### src/rtl/factorial_engine.sv
// ---------------------------------------------------------------------------
// factorial_engine
//   Iterative factorial / double-factorial engine. One RES_W x SIZE multiply
//   per clock while in CALC; the operand counts down by 1 (n!) or by 2 (n!!)
//   until it drops to 1 or 0, at which point the accumulator is published.
//   If any partial product no longer fits in RES_W bits, the engine stops
//   right away and reports an all-ones result with overflow set.
//
//   state | meaning
//   ------+--------------------------------------------------------------
//   IDLE  | waiting for go; result/overflow hold their last values
//   CALC  | one multiply per cycle, counter stepping down
//   DONE  | result valid; held while go stays high, go=0 returns to IDLE
//
// Ports
//   clk         rising-edge clock
//   rst         synchronous active-high reset
//   go          level start request, sampled in IDLE
//   mode        0 = n!, 1 = n!!  (latched at start)
//   n           unsigned operand (latched at start)
//   curr_state  FSM state (IDLE=0, CALC=1, DONE=2)
//   busy        high while in CALC
//   done        high while in DONE
//   overflow    result exceeded RES_W bits (valid while done=1)
//   result      computed value (valid while done=1)
// ---------------------------------------------------------------------------
module factorial_engine #(
    parameter int SIZE  = 8,
    parameter int RES_W = 16
) (
    input  logic             clk,
    input  logic             rst,
    input  logic             go,
    input  logic             mode,
    input  logic [SIZE-1:0]  n,
    output logic [1:0]       curr_state,
    output logic             busy,
    output logic             done,
    output logic             overflow,
    output logic [RES_W-1:0] result
);

    typedef enum logic [1:0] {
        ST_IDLE = 2'd0,
        ST_CALC = 2'd1,
        ST_DONE = 2'd2
    } state_t;

    localparam int PROD_W = RES_W + SIZE;

    state_t            r_state;
    logic [SIZE-1:0]   r_cnt;
    logic              r_mode;
    logic [RES_W-1:0]  r_acc;
    logic [RES_W-1:0]  r_result;
    logic              r_overflow;
    logic              r_busy;
    logic              r_done;

    logic [PROD_W-1:0] w_prod;
    logic              w_prod_ovf;
    logic              w_cnt_ge2;
    logic [SIZE-1:0]   w_step;
    logic [SIZE-1:0]   w_cnt_next;

    // Full-width product: both operands zero-extended to PROD_W so nothing
    // is lost before the overflow check.
    assign w_prod     = {{SIZE{1'b0}}, r_acc} * {{RES_W{1'b0}}, r_cnt};
    assign w_prod_ovf = |w_prod[PROD_W-1 -: SIZE];
    assign w_cnt_ge2  = (r_cnt > SIZE'(1));
    assign w_step     = r_mode ? SIZE'(2) : SIZE'(1);
    // Saturate at zero rather than wrapping.
    assign w_cnt_next = (r_cnt > w_step) ? (r_cnt - w_step) : '0;

    always_ff @(posedge clk) begin
        if (rst) begin
            r_state    <= ST_IDLE;
            r_acc      <= RES_W'(1);
            r_cnt      <= '0;
            r_mode     <= 1'b0;
            r_result   <= '0;
            r_overflow <= 1'b0;
            r_busy     <= 1'b0;
            r_done     <= 1'b0;
        end else begin
            case (r_state)
                ST_IDLE: begin
                    if (go) begin
                        r_cnt      <= n;
                        r_mode     <= mode;
                        r_acc      <= RES_W'(1);
                        r_overflow <= 1'b0;
                        r_state    <= ST_CALC;
                        r_busy     <= 1'b1;
                        r_done     <= 1'b0;
                    end
                end

                ST_CALC: begin
                    if (!w_cnt_ge2) begin
                        r_result <= r_acc;
                        r_state  <= ST_DONE;
                        r_busy   <= 1'b0;
                        r_done   <= 1'b1;
                    end else if (w_prod_ovf) begin
                        // Abort on the same edge; acc is left untouched.
                        r_overflow <= 1'b1;
                        r_result   <= '1;
                        r_state    <= ST_DONE;
                        r_busy     <= 1'b0;
                        r_done     <= 1'b1;
                    end else begin
                        r_acc <= w_prod[RES_W-1:0];
                        r_cnt <= w_cnt_next;
                    end
                end

                ST_DONE: begin
                    // Holding here while go stays high is what makes a
                    // continuously asserted go produce only one run.
                    if (!go) begin
                        r_state <= ST_IDLE;
                        r_done  <= 1'b0;
                    end
                end

                default: begin
                    r_state <= ST_IDLE;
                    r_busy  <= 1'b0;
                    r_done  <= 1'b0;
                end
            endcase
        end
    end

    assign curr_state = r_state;
    assign busy       = r_busy;
    assign done       = r_done;
    assign overflow   = r_overflow;
    assign result     = r_result;

endmodule
### config.mk
export PLATFORM = sky130hd
export DESIGN_NAME = factorial_engine
export DESIGN_NICKNAME = d
export VERILOG_FILES = /design/src/rtl/factorial_engine.sv
export SDC_FILE = /design/constraint.sdc
export NUM_CORES = 1
export LEC_CHECK = 0
export BUFFER_PORTS_ARGS = -buffer_cell sky130_fd_sc_hd__buf_2
export CORE_ASPECT_RATIO = 0.8
export CORE_MARGIN = 2
export CORE_UTILIZATION = 35
export DETAILED_ROUTE_END_ITERATION = 12
export GPL_ROUTABILITY_DRIVEN = 0
export SYNTH_ARGS = -nofsm -noshare
export SYNTH_HDL_FRONTEND = slang
export SYNTH_SLANG_ARGS = --single-unit
### constraint.sdc
create_clock -name clk -period 15.9 [get_ports clk]
set_input_delay 1.59 -clock clk [delete_from_list [all_inputs] [get_ports clk]]
set_output_delay 1.59 -clock clk [all_outputs]
set_load 0.05 [all_outputs]
==> flow_metrics.env <==
export IMPL_status="completed"
export IMPL_cts_resized=0
export IMPL_clk_insertion_delay_late_ns=0.29
export IMPL_final_antenna_net_count=0
export IMPL_start_util=0.360
export IMPL_place_hpwl_um=11400
export IMPL_synth_distinct_cells=63
export IMPL_drt_wl_total_um=14800
export IMPL_die_w_um=154
export IMPL_hold_violations=0
export IMPL_skew_ns=0.00559
export IMPL_drive_gt1_frac=0.0794
export IMPL_end_kind="flop"
export IMPL_drv_cap=0
export IMPL_drtIter0Drc=268
export IMPL_nFillCells=1863
export IMPL_diodes=0
export IMPL_syn_nets=903
export IMPL_numPortBuffers=32
export IMPL_route_detailed_drc=0
export IMPL_antenna_found_initial=1
export IMPL_critPathLaunch="r_cnt[3]"
export IMPL_vdd_drop_max_v=0.0000584
export IMPL_grt_pass1_wl_um=24700
export IMPL_placed_cells=973
export IMPL_row_count=43
export IMPL_max_clock_freq_mhz=153
export IMPL_crit_type="flop to flop"
export IMPL_boundaryPins=33
export IMPL_wl_per_cell_um=15.1
export IMPL_ys_ff_latch=45
export IMPL_synth_commonest_cells="inv_1, and2_1, fa_1, nand2_1, nor2_1"
export IMPL_rsz0062_at_grt="no"
export IMPL_synth_most_common_cell="inv_1"
export IMPL_async_flop_share=0
export IMPL_root_buffer="clkbuf_16"
export IMPL_dr_pass1_iters=6
export IMPL_worstMarginPinSlew_ns=0.860
export IMPL_clock_path_buffers=2
export IMPL_critical_path_max_fanout=43
export IMPL_dieHeight_um=124
export IMPL_synth_top_area_share=0.272
export IMPL_tns_ns=0
export IMPL_vias=5047
export IMPL_syn_to_final_growth_pct=6.37
export IMPL_cts_buffers=5
export IMPL_core_region_area_sq_mm=0.0174
export IMPL_postCtsSetupBuffers=0
export IMPL_grt_max_degree=46
export IMPL_fin_cells=981
export IMPL_syn_area_per_cell_sq_um=8.25
export IMPL_synth_area_leaders="fa_1, dfxtp_1, and2_1, ha_1, inv_1"
export IMPL_synth_largest_area_cell="fa_1"
export IMPL_power_density_mw_per_mm2=58.7
export IMPL_reg2reg_from="r_cnt[3]"
export IMPL_clkTransAtPathRegs_ns=0.06
export IMPL_hold_start="r_mode"
export IMPL_cts_hold_buf=0
export IMPL_synth_ff_type="dfxtp_1"
export IMPL_netlist_area_sq_mm=0.00627
export IMPL_finalSetupViolCount=0
export IMPL_hp_class="flop to flop"
export IMPL_slew_headroom=0.427
export IMPL_drv_slew=0
export IMPL_dieArea_sq_mm=0.0190
export IMPL_cts_tree="built"
export IMPL_period_needed_ns=6.53
export IMPL_final_nets=898
export IMPL_p_leak_nw=3.17
export IMPL_numClockSinks=45
export IMPL_yosysWarnings=0
export IMPL_ys_seq_area_frac=0.144
export IMPL_cts_max_level=2
export IMPL_netlist_instances=760
export IMPL_required_ns=16.12
export IMPL_cp_start_kind="flop"
export IMPL_gr_usage_all_layers=0.160
export IMPL_p_total_w=0.000391
export IMPL_vias_per_cell=5.14
export IMPL_first_global_vias=4841
export IMPL_synth_enable_flop_cells=0
export IMPL_finalCritPeriodShare=0.411
export IMPL_grt_ovfl_total=0
export IMPL_crit_arrival_ns=6.75
==> final cells by class <==
class / count / area, sq um / area share
timing repair buffer: 37 / 198 / 0.0297
multi-input combinational: 555 / 4730 / 0.709
tap: 225 / 282 / 0.0422
clock buffer: 7 / 133 / 0.0199
sequential: 45 / 901 / 0.135
inverter: 111 / 417 / 0.0625
clock inverter: 1 / 7.51 / 0.00113
==> per-stage QoR <==
stage          setup slack, ns   util  hold WS (ns)  cell area, sq um
6_report                  9.37  0.382         0.454              6670
5_1_grt                   9.01  0.382         0.475              6670
4_1_cts                   9.39  0.382         0.456              6670
3_5_place_dp              9.40  0.374         0.448              6530
3_3_place_gp              9.53  0.374         0.446              6530
2_1_floorplan             9.78      -         0.436              6270
==> cells by family after synthesis <==
family / count (synthesis) / share of synthesized area
simple gates: 295 / 0.245
buf+inv: 160 / 0.102
fa+ha+maj: 131 / 0.363
compound gates: 109 / 0.118
flops: 45 / 0.144
xor+xnor: 18 / 0.0252
mux: 2 / 0.00319
==> power breakdown <==
group	total, W	internal, W	switching [W]	leakage [nW]
Sequential	0.000144	0.000125	0.0000192	0.366
Combinational	0.000144	0.0000433	0.000101	2.74
Clock	0.000104	0.0000585	0.0000451	0.0641
==> sequential cells by signal (all words and copies together) (netlist names) <==
name	cells
r_cnt	8
result	16
curr_state	2
r_acc	16
overflow	1
busy	1
r_mode	1
==> metal layers <==
metal,vias up,global-route usage,part of all wire
li1,2432,-,-
met1,2510,0.239,0.51
met2,93,0.256,0.45
met3,12,0.0202,0.034
met4,0,0.0247,0.0069
met5,-,0,0
==> final timing paths <==
kind,end,depth (start not counted),slack [ns]
min,r_mode,2,0.45
max,r_acc[10],18,9.37
min reg2reg,r_mode,2,0.45
max reg2reg,r_acc[10],18,9.37
==> worst max-delay path, cell delays in order (launching register included) <==
cell and delay [ns]:
dfxtp_1 0.77, nand2_1 0.16, fa_1 0.52, fa_1 0.55, inv_1 0.05, fa_1 0.52, inv_1 0.05, fa_1 0.53
inv_1 0.04, ha_1 0.36, a21o_1 0.21, a31o_2 0.26, or2_2 0.32, a21oi_1 0.25, mux2i_1 0.22, o2111ai_1 0.22
or4_4 0.81, or3b_1 0.42, a21oi_1 0.15
==> placed cells by master (no fill, tap or decap), types with 6 or more instances in the layout <==
cell and instances:
and2_1 97, or3_1 12, inv_1 111, xor2_1 12
o21ai_0 14, dfxtp_1 45, ha_1 46, nand2_1 63
nor2_1 50, nor3_1 24, fa_1 85, xnor2_1 6
buf_2 32, a21oi_1 42, nand3_1 20, a21o_1 6
Power figures use the tool's default switching activity.
